### src/rtl/fetch_unit.sv
// PC generation and instruction fetch: drives word addresses to a free-running
// 2-cycle memory, buffers responses in a small FIFO and hands {pc, instr} to decode.
// Optional macro FETCH_PERF_CNT_EN adds fetch/drop performance counters.
module fetch_unit #(
  parameter logic [31:0] RESET_PC   = 32'h0000_0000,
  parameter int          FIFO_DEPTH = 2,
  parameter int          ADDR_W     = 8
) (
  input  logic        clk,
  input  logic        rst_n,
  output logic [31:0] imem_pc,
  input  logic        imem_rdy,
  input  logic [31:0] imem_instr,
  input  logic        redirect_valid,
  input  logic [31:0] redirect_pc,
  output logic        out_valid,
  input  logic        out_ready,
  output logic [31:0] out_pc,
  output logic [31:0] out_instr,
  output logic [31:0] perf_fetch_cnt,
  output logic [31:0] perf_drop_cnt
);

  localparam int PTR_W = (FIFO_DEPTH > 1) ? $clog2(FIFO_DEPTH) : 1;
  localparam int CNT_W = $clog2(FIFO_DEPTH + 1);

  // Handshake toward decode: the head entry transfers on a cycle where
  // out_valid and out_ready are both high; out_valid never drops and out_*
  // never change while out_ready is low, except on a redirect flush.

  logic [31:0]      pc_q;
  logic             drop_next_q;
  logic [31:0]      fifo_pc    [FIFO_DEPTH];
  logic [31:0]      fifo_instr [FIFO_DEPTH];
  logic [PTR_W-1:0] rd_ptr_q;
  logic [PTR_W-1:0] wr_ptr_q;
  logic [CNT_W-1:0] count_q;

  logic full;
  logic pop;
  logic push;

  assign full      = (count_q == CNT_W'(FIFO_DEPTH));
  assign out_valid = (count_q != '0);
  assign pop       = out_valid & out_ready;
  // A full FIFO can still accept when the head leaves on the same edge.
  assign push      = imem_rdy & ~redirect_valid & ~drop_next_q & (~full | pop);

  assign imem_pc   = {{(32-ADDR_W){1'b0}}, pc_q[ADDR_W+1:2]};
  assign out_pc    = fifo_pc[rd_ptr_q];
  assign out_instr = fifo_instr[rd_ptr_q];

  // PC and stale-response tracking. pc only advances when its word is pushed,
  // so a dropped response is re-fetched from the same address.
  always_ff @(posedge clk or negedge rst_n) begin
    if (!rst_n) begin
      pc_q        <= RESET_PC;
      drop_next_q <= 1'b1;
    end else if (redirect_valid) begin
      pc_q        <= redirect_pc & 32'hFFFF_FFFC;
      drop_next_q <= 1'b1;
    end else if (imem_rdy) begin
      if (drop_next_q) begin
        drop_next_q <= 1'b0;
      end else if (push) begin
        pc_q <= pc_q + 32'd4;
      end
    end
  end

  // Pointers and occupancy; a redirect empties the buffer regardless of pop.
  always_ff @(posedge clk or negedge rst_n) begin
    if (!rst_n) begin
      rd_ptr_q <= '0;
      wr_ptr_q <= '0;
      count_q  <= '0;
    end else if (redirect_valid) begin
      rd_ptr_q <= '0;
      wr_ptr_q <= '0;
      count_q  <= '0;
    end else begin
      if (push) wr_ptr_q <= wr_ptr_q + 1'b1;
      if (pop)  rd_ptr_q <= rd_ptr_q + 1'b1;
      case ({push, pop})
        2'b10:   count_q <= count_q + 1'b1;
        2'b01:   count_q <= count_q - 1'b1;
        default: count_q <= count_q;
      endcase
    end
  end

  // Storage is reset so the head reads zero out of reset.
  always_ff @(posedge clk or negedge rst_n) begin
    if (!rst_n) begin
      for (int i = 0; i < FIFO_DEPTH; i++) begin
        fifo_pc[i]    <= '0;
        fifo_instr[i] <= '0;
      end
    end else if (push) begin
      fifo_pc[wr_ptr_q]    <= pc_q;
      fifo_instr[wr_ptr_q] <= imem_instr;
    end
  end

`ifdef FETCH_PERF_CNT_EN
  logic        rsp_dropped;
  logic [31:0] fetch_cnt_q;
  logic [31:0] drop_cnt_q;

  // Every response that is not pushed is a drop, whatever the reason.
  assign rsp_dropped = imem_rdy & ~push;

  always_ff @(posedge clk or negedge rst_n) begin
    if (!rst_n) begin
      fetch_cnt_q <= '0;
      drop_cnt_q  <= '0;
    end else begin
      if (push)        fetch_cnt_q <= fetch_cnt_q + 32'd1;
      if (rsp_dropped) drop_cnt_q  <= drop_cnt_q + 32'd1;
    end
  end

  assign perf_fetch_cnt = fetch_cnt_q;
  assign perf_drop_cnt  = drop_cnt_q;
`else
  assign perf_fetch_cnt = 32'd0;
  assign perf_drop_cnt  = 32'd0;
`endif

endmodule

### config.mk
export PLATFORM = sky130hd
export DESIGN_NAME = fetch_unit
export DESIGN_NICKNAME = d
export VERILOG_FILES = /design/src/rtl/fetch_unit.sv
export SDC_FILE = /design/constraint.sdc
export NUM_CORES = 1
export LEC_CHECK = 0
export CORE_MARGIN = 1
export CORE_UTILIZATION = 40
export DETAILED_ROUTE_END_ITERATION = 6
export PLACE_DENSITY = 0.78
export SYNTH_ARGS = -nofsm -noshare
export SYNTH_HDL_FRONTEND = slang
export SYNTH_SLANG_ARGS = --single-unit
export TNS_END_PERCENT = 10
### constraint.sdc
create_clock -name clk -period 5.32 [get_ports clk]
set_input_delay 1.064 -clock clk [delete_from_list [all_inputs] [get_ports clk]]
set_output_delay 1.064 -clock clk [all_outputs]
set_load 0.1 [all_outputs]
======== After elaboration in Yosys (flattened, before gate mapping) ========
Cells that the tools add are included.
word-level totals
  register bits after elaboration ......... 165
  bits in latches ......................... 0
  RAM bits ................................ 0
  ROM bits ................................ 0
  input port bits ......................... 69
  output and inout port bits .............. 161
  logic and storage cells ................. 60
  memories ................................ 0
operators by class
  $add $sub $neg .......................... 5
  $mul .................................... 0
  div/mod/pow operators ................... 0
  $lt $le $gt $ge ......................... 3
  eq/ne operators ......................... 4
  shifts and indexed selects .............. 0
  mux-type cells .......................... 22
  bitwise gates (word level) .............. 10
  reductions and logical operators ........ 7
operators by type and width
  cell                                                                           count
  32-bit 2-to-1 mux                                                              11
  64-bit bitwise mux                                                             2
  32-bit by 3-bit adder with 32-bit output (second input constant)               1
  32-bit demux with 1-bit select                                                 1
  2-bit nonzero test                                                             4
  1-bit 2-to-1 mux                                                               6
  1-bit bitwise AND                                                              4
  2-bit == test (second input constant)                                          2
  2-bit >= comparator (second input constant)                                    2
  1-bit NOT with 2-bit output                                                    2
  2-bit case mux with 2 select lines                                             1
  1-bit NOT                                                                      3
  3-bit AND reduction                                                            1
  3-bit nonzero test                                                             1
  1-bit adder (second input constant)                                            2
  2-bit by 1-bit adder with 2-bit output (second input constant)                 1
  2-bit by 1-bit == test with 1-bit output (second input constant)               1
  2-bit by 1-bit less-than comparator with 1-bit output (second input constant)  1
  2-bit 2-to-1 mux                                                               1
  2-bit inequality test (second input constant)                                  1
  2-bit by 1-bit subtractor with 2-bit output (second input constant)            1
  1-bit logical AND                                                              1
  1-bit OR                                                                       1

======== Longest topological paths before layout ========
Gate-level depths: netlist of run 1.
  depth after elaboration ................. 8
  mapped depth ............................ 7
  mapped depth without buffers ............ 5

======== Least setup slack after synthesis of run 1 ========
OpenSTA, ideal clock, no wires.
  path kind ............................... input -> register
  start point ............................. input port imem_rdy
  end point ............................... register fifo_instr[0] (netlist bit)
  library setup time ...................... 0.125 ns
  arrival time ............................ 2.507 ns
  data required time ...................... 5.195 ns
  slack ................................... 2.689 ns
  cell stages on the path ................. 7
  path buffers ............................ 3
  cells stage by stage .................... nand2b_1 -> clkbuf_1 -> nor2_1 -> and3_1 -> clkbuf_1 -> buf_2 -> mux2_2
on the way
  cells in the longest elaborated chain, start to end .. 3
ends and longest elaborated chain
  what                            RTL line  source
  start: declaration              12        input logic imem_rdy,
  1-bit bitwise AND (3 in a row)  47        assign push = imem_rdy & ~redirect_valid & ~drop_next_q & (~full | pop);
  end signal: indexed assignment  101       fifo_instr[wr_ptr_q] <= imem_instr;
  end: declaration                34        logic [31:0] fifo_instr [FIFO_DEPTH];
No other way between the ends.
A chain may end at the register's enable or synchronous reset.

======== Worst setup path in the final report of run 1 ========
  start point ............................. register rd_ptr_q
  end point ............................... output port out_instr[13]
on the way
  cells in the longest elaborated chain, start to end .. 4
ends and longest elaborated chain
  what                                                  RTL line  source
  start: declaration                                    35        logic [PTR_W-1:0] rd_ptr_q;
  start signal: assignment                              83        if (pop) rd_ptr_q <= rd_ptr_q + 1'b1;
  1-bit NOT with 2-bit output (implied by the code)     51        assign out_instr = fifo_instr[rd_ptr_q];
  32-bit 2-to-1 mux (implied by the code) (3 in a row)  51
  end: declaration                                      19        output logic [31:0] out_instr,
No other way between the ends. The select of a mux whose other input is x is not followed.

==> results of run 1 <==
## layout make-up
class / instances / area share, %
repair buffers: 145 / 14.65
flip-flops and latches: 159 / 40.02
clock buffers: 22 / 4.766
inverters: 4 / 0.1509
well taps: 265 / 3.332
clock inverters: 10 / 0.7923
multi-input cells: 465 / 36.29
## placed cells by master (no fill, tap or decap), drive strengths merged, types with 2 or more instances in the layout
| cell type | Yosys | final |
|---|---|---|
| nand4 | 12 | 12 |
| xor2 | 4 | 4 |
| nand2 | 21 | 21 |
| conb | 1 | 90 |
| or3 | 4 | 4 |
| nor2b | 2 | 2 |
| and3 | 4 | 4 |
| buf | 117 | 9 |
| or4 | 16 | 16 |
| clkinvlp | 0 | 4 |
| and2 | 2 | 2 |
| o21ai | 16 | 16 |
| clkinv | 0 | 2 |
| nor3 | 2 | 2 |
| nor4 | 4 | 4 |
| dfrtp | 158 | 158 |
| nor2 | 22 | 22 |
| xnor2 | 6 | 6 |
| a31oi | 17 | 17 |
| nand3 | 17 | 17 |
| clkbuf | 19 | 22 |
| mux2 | 187 | 187 |
| o211ai | 2 | 2 |
| o31ai | 12 | 12 |
| nor3b | 3 | 3 |
| and4 | 4 | 4 |
| clkdlybuf4s50 | 0 | 136 |
| inv | 4 | 8 |
## power groups by stage
| stage | Sequential [W] | Combinational, W | Clock (W) |
|---|---|---|---|
| detailed placement | 0.00166 | 0.00224 | 0 |
| CTS | 0.00164 | 0.00224 | 0.00117 |
| finish | 0.00164 | 0.00223 | 0.00114 |
| global route | 0.00167 | 0.00231 | 0.00121 |
| global placement | 0.00164 | 0.00222 | 0 |
| floorplan | 0.00160 | 0.00190 | 0 |
## cell families (layout without fill, tap and decap cells)
| group | count (synthesis) | count (layout) | synth area share [%] |
|---|---|---|---|
| buffers and inverters | 140 | 181 | 11.17 |
| and+or+nand+nor | 122 | 122 | 8.574 |
| other | 1 | 90 | 0.04597 |
| muxes | 188 | 188 | 25.94 |
| xor gates and xnor gates | 10 | 10 | 1.074 |
| AOI/OAI and AO/OA | 54 | 54 | 4.264 |
| adders and majority gates | 1 | 1 | 0.1533 |
| DFF | 159 | 159 | 48.79 |
## layer usage
metal / global-route usage (%) / vias up / part of all wire, %
met5: 0 / - / 0
met3: 4.179 / 14 / 4.6
met1: 21.79 / 2655 / 45
met2: 27.02 / 146 / 49
li1: - / 2480 / -
met4: 5.429 / 0 / 1.3
## worst paths after layout
path / cells after the start / startpoint / endpoint / slack (ns)
max in group asynchronous: 2 / rst_n / fifo_instr[27]$_DFFE_PN0P_ / 3.51
max: 3 / rd_ptr_q$_DFFE_PN0P_ / out_instr[13] / 1.24
min: 1 / fifo_instr[59]$_DFFE_PN0P_ / fifo_instr[59]$_DFFE_PN0P_ / 0.49
max reg2reg: 5 / pc_q[2]$_DFFE_PN0P_ / pc_q[26]$_DFFE_PN0P_ / 2.90
min in group asynchronous: 1 / rst_n / fifo_instr[41]$_DFFE_PN0P_ / 0.74
min reg2reg: 1 / fifo_instr[59]$_DFFE_PN0P_ / fifo_instr[59]$_DFFE_PN0P_ / 0.49
## stage by stage
stage | instance area [µm²] | power [W]
after CTS | 9950 | 0.005050
after floorplan | 8492 | 0.003500
after global routing | 9950 | 0.005201
final | 9950 | 0.005002
after global placement | 9397 | 0.003863
after detailed placement | 9397 | 0.003894
## synthesized netlist by cell type, types with 3 or more instances
library cell,number
buf_2,14
nand4_1,12
mux2_1,3
clkbuf_1,19
o31ai_1,12
nand2_1,21
xor2_1,4
nor4_1,3
nand3_1,17
and4_1,3
buf_4,98
o21ai_0,16
nor2_1,22
buf_1,5
mux2_2,184
inv_1,4
dfrtp_1,158
or4_1,16
xnor2_1,6
a31oi_1,17
and3_1,4
or3_1,3
## worst max-delay path, stage by stage, from the launching register on
cell	delay, ns
dfrtp_2	0.91
buf_12	0.31
mux2_2	0.37
clkdlybuf4s50_1	0.98
## registers in the layout, indices dropped and copies added (netlist names)
name,cells
fifo_pc,60
wr_ptr_q,1
count_q,2
drop_next_q,1
fifo_instr,64
rd_ptr_q,1
pc_q,30
==> qor.yml, run 1 <==
power_and_ir_drop:
  power_frac_comb_pct: 44.6
  swShare_pct: 45.75
  p_sw_w: 0.002288
  p_int_w: 0.002713
  p_per_area_nw_per_um2: 502.7
  p_seq_share_pct: 32.7
  p_leak_nw: 4.181
  ir_drop_mv: 0.4372
  clockPowerShare_pct: 22.7
layout:
  fill_cells: 1751
  syn2layout_area_growth_pct: 21.96
  nNetsFinal: 862
  drive_above_1_share_pct: 28.82
  diodes: 0
  multi_input_comb_area_um2: 3611
  finalNonFillerCells: 1070
  seq_area_um2: 3981
  final_core_util_pct: 50.46
floorplan:
  start_util_pct: 41.37
  die_x_um: 144.8
  ios: 230
  core.rowCount: 51
  chipHeight_um: 144.8
  dieArea_um2: 20970
  core_area_um2: 19720
synth:
  synth_cells: 675
  synth_area_per_cell_um2: 12.09
  netlist.area_leader.share_pct: 48.47
  yosysSeqAreaShare_pct: 48.79
  syn_area_um2: 8158
  ys_warn_count: 0
  ys_ff_latch: 159
  synth_async_sr_flop_share_pct: 100.0
  yosys.area.top_type: "dfrtp_1"
  yosys.cell_types.count: 51
  synth_area_leaders: "dfrtp_1 48%, mux2_2 25%, buf_4 9.0%"
  synth_edf_count: 0
  ys.flop_type: "dfrtp_1"
timing:
  fin_crit_sh_pct: 76.72
  rsz0062_at_grt: "no"
  relSlewSlack_pct: 30.61
  finalSetupViolations: 0
  holdWs_ns: 0.4867
  final.setup.tns_ns: 0
  fin_worst_skew_ns: 0.008962
  drv_slew: 0
  hold_violations: 0
  finalWorstSetupSlack_ns: 1.239
  fmaxAchievable_mhz: 245.0
  period_needed_ns: 4.081
  worst_pin_slew_ns: 1.038
run_status:
  status: "finished clean"
clock_network:
  cts-buffers-inserted: 17
  post_cts_resized: 0
  numClockSinks: 159
  cts_hold_buf: 0
  cts-htree-levels: 4
  cts_tree: "done"
  clockRootBuffer: "clkbuf_16"
  insertion_delay_ns: 0.42
  post-cts-setup-buffers: 0
  max-clock-path-buffers: 2
  cts.clk_slew.worst_paths_ns: 0.06
route:
  post_drt_wl_per_cell_um: 15.90
  vias: 5295
  ant_nets: 0
  viasPerCell: 4.949
  dr.pass1.iters: 4
  wl_mm: 17.01
  drc_errors: 0
  drt_iter0_drc: 286
global_routing:
  grt_pass1_vias: 5146
  grt_usage_pct: 16.69
  grt_pass1_wl_mm: 26.67
  antenna_found_initial: 0
  grt_start_max_net_pins: 100
  gr-total-overflow: 0
placement:
  finalWeightedCongestion: 0.7537
  port_buffers: 137
  dp.cells: 1038
  dp_slack_ns: 1.640
  dp_hpwl_mm: 11.54
hold_path:
  hold_class: "reg -> reg"
critical_path:
  required_ns: 4.26
  path_max_fanout: 34
  worstSetupStartpointType: "register"
  arrival_ns: 3.02
  cp-end-kind: "output pin"
  crit_type: "reg -> out"
run:
  cap_viol_max_count: 0
Power figures use the tool's default switching activity.
==> run 2, diff against run 1 <==
Settings changed: PLACE_DENSITY 0.78 to 0.8.
Clock period 5.32 ns to 3.6 ns, I/O delays scaled along.
==> run 2 against run 1 <==
  * Setup slack got worse by 0.54 ns
  * First-iteration DRC count increased by 19%
  * Global-route usage about the same
  * Clock skew decreased by 0.0023 ns
  * Non-clock buffer count increased by 3
  * Sequential power increased by 47%
  * Sequential share of layout area increased by 0.14 points
  * Utilization decreased by 0.18 points
  * Largest power group unchanged
==> qor.yml, run 2 (synthesis results as in run 1) <==
route:
  post_drt_wl_per_cell_um: 16.09
  drt_iter0_drc: 340
  ant_nets: 0
  drc_errors: 0
  wl_mm: 17.26
  viasPerCell: 5.007
  vias: 5372
  dr.pass1.iters: 4
timing:
  relSlewSlack_pct: 32.89
  hold_violations: 0
  rsz0062_at_grt: "no"
  fmaxAchievable_mhz: 344.7
  holdWs_ns: 0.4444
  period_needed_ns: 2.901
  fin_crit_sh_pct: 80.59
  fin_worst_skew_ns: 0.006639
  finalSetupViolations: 0
  final.setup.tns_ns: 0
  drv_slew: 0
  worst_pin_slew_ns: 1.007
layout:
  top_register: "fifo_instr"
  top_regs: "fifo_instr: 64 flops, fifo_pc: 60 flops, pc_q: 30 flops"
  final_common_cell: "mux2_2"
  syn2layout_area_growth_pct: 21.53
  fill_cells: 1737
  seq_area_um2: 3981
  multi_input_comb_area_um2: 3611
  nNetsFinal: 865
  drive_above_1_share_pct: 38.00
  largest_reg_flops: 64
  final_cell_mix: "184 x mux2_2, 157 x dfrtp_1, 90 x conb_1"
  final_core_util_pct: 50.28
  finalNonFillerCells: 1073
  diodes: 0
clock_network:
  cts.clk_slew.worst_paths_ns: 0.06
  post-cts-setup-buffers: 0
  cts-buffers-inserted: 17
  max-clock-path-buffers: 2
  cts_tree: "done"
  cts_hold_buf: 0
  clockRootBuffer: "clkbuf_16"
  post_cts_resized: 0
  cts-htree-levels: 4
  insertion_delay_ns: 0.42
  numClockSinks: 159
critical_path:
  crit_start: "count_q[0]$_DFFE_PN0P_"
  timing.rr.start: "pc_q[3]$_DFFE_PN0P_"
  r2r_slack_ns: 1.12
  worstSetupStartpointType: "register"
  r2r_cells: 5
  path_max_fanout: 7
  critPathCapture: "out_valid"
  cp-end-kind: "output pin"
  required_ns: 2.88
  critPathMaxStageDelay_ns: 1.14
  cp_slowest_cell: "clkdlybuf4s50_1"
  crit_type: "reg -> out"
  arrival_ns: 2.18
  crit_chain: "or2_2, clkdlybuf4s50_1"
  worst_r2r_endpoint: "pc_q[22]$_DFFE_PN0P_"
floorplan:
  core.rowCount: 51
  start_util_pct: 41.37
  chipHeight_um: 144.8
  ios: 230
  die_x_um: 144.8
  dieArea_um2: 20970
  core_area_um2: 19720
power_and_ir_drop:
  p_sw_w: 0.003404
  p_int_w: 0.004164
  ir_drop_mv: 0.4118
  p_per_area_nw_per_um2: 763.3
  clockPowerShare_pct: 25.4
  swShare_pct: 44.98
  p_leak_nw: 4.322
  power_frac_comb_pct: 42.7
  p_seq_share_pct: 31.9
  power_w: 0.007568
placement:
  finalWeightedCongestion: 0.8060
  port_buffers: 137
  dp.cells: 1041
  dp_hpwl_mm: 11.87
global_routing:
  grt_pass1_wl_mm: 26.96
  grt_start_max_net_pins: 108
  grt_pass1_vias: 5301
  gr-total-overflow: 0
  antenna_found_initial: 0
  grt_usage_pct: 16.73
hold_path:
  hold_class: "in -> async"
run_status:
  status: "finished clean"
run:
  cap_viol_max_count: 0
run 2: metrics by stage:
stage / setup WS (ns) / cell area (µm²)
6_report: 0.6988 / 9915
5_1_grt: 0.6387 / 9915
4_1_cts: 0.6879 / 9915
3_5_place_dp: 0.4934 / 9281
3_3_place_gp: 0.5482 / 9281
2_1_floorplan: 1.313 / 8492
run 2: worst max-delay path: cells and delay by family, from the launching register on:
family | cells | cell delay (ns)
AND/OR/NAND/NOR | 1 | 0.18
buffers and inverters | 1 | 1.14
flip-flops | 1 | 0.44
run 2: power by group through the flow:
stage | registers [W] | clock network [W] | logic, W
detailed placement | 0.00245 | 0 | 0.00325
global placement | 0.00242 | 0 | 0.00322
finish | 0.00241 | 0.00192 | 0.00323
CTS | 0.00242 | 0.00196 | 0.00326
global route | 0.00248 | 0.00203 | 0.00335
floorplan | 0.00236 | 0 | 0.00281
run 2: per-layer routing:
layer / part of all wire, % / vias up / routed length (µm) / global-route usage [%]
met1: 44 / 2712 / 7648 / 21.76
met4: 1.0 / 0 / 176 / 4.654
met3: 5.1 / 15 / 885 / 3.784
met2: 50 / 166 / 8553 / 27.86
met5: 0 / - / 0 / 0
li1: - / 2479 / - / -
run 2: area by class of cell:
type                    instances  area share, %
flip-flops and latches        159          40.16
multi-input cells             465          36.42
repair buffers                148          13.54
clock buffers                  21          4.846
well taps                     265          3.344
clock inverters                11          1.540
inverters                       4         0.1514
run 2: how the worst min path moves through the flow:
stage | slack [ns] | endpoint | startpoint
2_1_floorplan | 0.42 | count_q[0]$_DFFE_PN0P_ | rst_n
3_3_place_gp | 0.46 | fifo_pc[41]$_DFFE_PN0P_ | fifo_pc[41]$_DFFE_PN0P_
6_report | 0.44 | fifo_pc[26]$_DFFE_PN0P_ | rst_n
5_1_grt | 0.51 | fifo_pc[27]$_DFFE_PN0P_ | fifo_pc[27]$_DFFE_PN0P_
3_5_place_dp | 0.48 | fifo_instr[59]$_DFFE_PN0P_ | fifo_instr[59]$_DFFE_PN0P_
4_1_cts | 0.49 | fifo_instr[0]$_DFFE_PN0P_ | rst_n
==> run 3, diff against run 2 <==
Clock period 3.6 ns to 2.45 ns, I/O delays scaled along.
==> run 3 against run 2 <==
  * Hold slack improved by 0.034 ns
  * Flip-flop and latch count did not move
  * First-iteration DRC count increased by 5.6%
  * Die area stayed put
  * Clock skew about the same
  * Critical path depth increased by 1
  * Clock power increased by 48%
  * Combinational power rose by 79%
  * Power increased by 61%
  * Cell area rose by 9.7%
  * Sequential power is 46% higher
  * Critical path type unchanged
==> qor.yml, run 3 (synthesis results as in run 1) <==
run_status:
  status: "finished clean"
run:
  cap_viol_max_count: 0
power_and_ir_drop:
  p_sw_w: 0.005148
  p_leak_nw: 4.697
  p_seq_share_pct: 29.1
  power_w: 0.01215
  ir_drop_mv: 0.6323
  p_int_w: 0.007006
  clockPowerShare_pct: 23.4
  power_frac_comb_pct: 47.6
  swShare_pct: 42.36
  p_per_area_nw_per_um2: 1118
clock_network:
  cts_tree: "done"
  post_cts_resized: 0
  cts-htree-levels: 4
  insertion_delay_ns: 0.41
  clockRootBuffer: "clkbuf_16"
  numClockSinks: 159
  cts-buffers-inserted: 17
  cts.clk_slew.worst_paths_ns: 0.06
  post-cts-setup-buffers: 0
  max-clock-path-buffers: 2
critical_path:
  path_max_fanout: 59
  crit_type: "reg -> out"
  cp-end-kind: "output pin"
  worstSetupStartpointType: "register"
  required_ns: 1.96
  arrival_ns: 1.84
timing:
  period_needed_ns: 2.327
  fin_crit_sh_pct: 94.97
  holdWs_ns: 0.4786
  fmaxAchievable_mhz: 429.8
  drv_slew: 0
  fin_worst_skew_ns: 0.006870
  hold_violations: 0
  rsz0062_at_grt: "no"
  finalSetupViolations: 0
placement:
  port_buffers: 137
  finalWeightedCongestion: 0.7836
  placed_area_um2: 10230
  dp_hpwl_mm: 12.67
global_routing:
  antenna_found_initial: 0
  grt_pass1_wl_mm: 28.27
  grt_pass1_vias: 5391
  grt_usage_pct: 17.60
  grt_start_max_net_pins: 81
  gr-total-overflow: 0
layout:
  fill_cells: 1627
  final_common_cell: "mux2_2"
  final_cell_mix: "184 x mux2_2, 157 x dfrtp_1, 90 x conb_1"
  nNetsFinal: 884
  diodes: 0
  syn2layout_area_growth_pct: 33.27
  top_regs: "fifo_instr: 64 flops, fifo_pc: 60 flops, pc_q: 30 flops"
  design_area_um2: 10870
  largest_reg_flops: 64
  final_core_util_pct: 55.14
  top_register: "fifo_instr"
  drive_above_1_share_pct: 39.06
floorplan:
  start_util_pct: 41.37
  dieArea_um2: 20970
  die_x_um: 144.8
  ios: 230
  core_area_um2: 19720
  core.rowCount: 51
  chipHeight_um: 144.8
route:
  drt_iter0_drc: 359
  ant_nets: 0
  drc_errors: 0
  vias: 5451
  post_drt_wl_per_cell_um: 16.53
  viasPerCell: 4.992
  dr.pass1.iters: 4
  wl_mm: 18.06
hold_path:
  hold_class: "in -> async"
run 3: cell count changes in the layout (fill, tap and decap cells not counted):
cell	delta
buf_4	-46
bufinv_16	+1
clkbuf_1	+3
clkbuf_8	-1
dlygate4sd3_1	+1
clkdlybuf4s50_1	-1
inv_6	-3
buf_12	+65
run 3: final timing paths:
check,startpoint,to,slack [ns],cells past startpoint
worst max-delay path,rd_ptr_q$_DFFE_PN0P_,out_instr[4],0.12,3
min in group clk,fifo_pc[41]$_DFFE_PN0P_,fifo_pc[41]$_DFFE_PN0P_,0.49,1
worst max register to register,pc_q[14]$_DFFE_PN0P_,pc_q[25]$_DFFE_PN0P_,0.29,4
worst min register to register,fifo_pc[41]$_DFFE_PN0P_,fifo_pc[41]$_DFFE_PN0P_,0.49,1
max in group asynchronous,rst_n,drop_next_q$_DFFE_PN1N_,1.28,3
worst min-delay path,rst_n,pc_q[28]$_DFFE_PN0P_,0.48,2
run 3: per-layer routing:
layer	wire length (µm)	share of wire [%]	vias up	global-route usage, %
li1	-	-	2511	-
met3	911	5.0	23	3.521
met1	7795	43	2743	22.82
met5	0	0	-	0
met4	255	1.4	0	5.706
met2	9094	50	174	29.43
run 3: per-stage QoR:
step                      setup TNS, ns  setup WS, ns  std cells
after floorplan                       0        0.3927        764
after global placement                0      0.006601       1059
after detailed placement         -1.880      -0.04635       1059
after CTS                             0        0.1054       1092
after global routing                  0       0.06330       1092
final                                 0        0.1232       1092
run 3: power groups by stage:
stage,clock network (W),logic (W),registers [W]
6_report,0.00284,0.00578,0.00353
5_1_grt,0.00300,0.00597,0.00361
3_5_place_dp,0,0.00581,0.00358
4_1_cts,0.00289,0.00583,0.00353
2_1_floorplan,0,0.00414,0.00346
3_3_place_gp,0,0.00576,0.00353
run 3: critical path, stage by stage, from the launching register on:
cell and delay (ns):
dfrtp_2 0.44, buf_12 0.34, mux2_2 0.42, buf_12 0.17
run 3: cell type report:
cell class,count,area (µm²),share of cell area (%)
flip-flops and latches,159,3981,36.62
multi-input cells,465,3611,33.21
repair buffers,167,2298,21.14
clock buffers,23,478.0,4.396
well taps,265,331.6,3.050
clock inverters,9,156.4,1.439
inverters,4,15.01,0.1381
run 3: what timing repair did:
| item | CTS | global route |
|---|---|---|
| hold buffers | 1 | 0 |
| setup endpoints to repair | 0 | 0 |
| endpoints found under the hold margin | 12 | 0 |
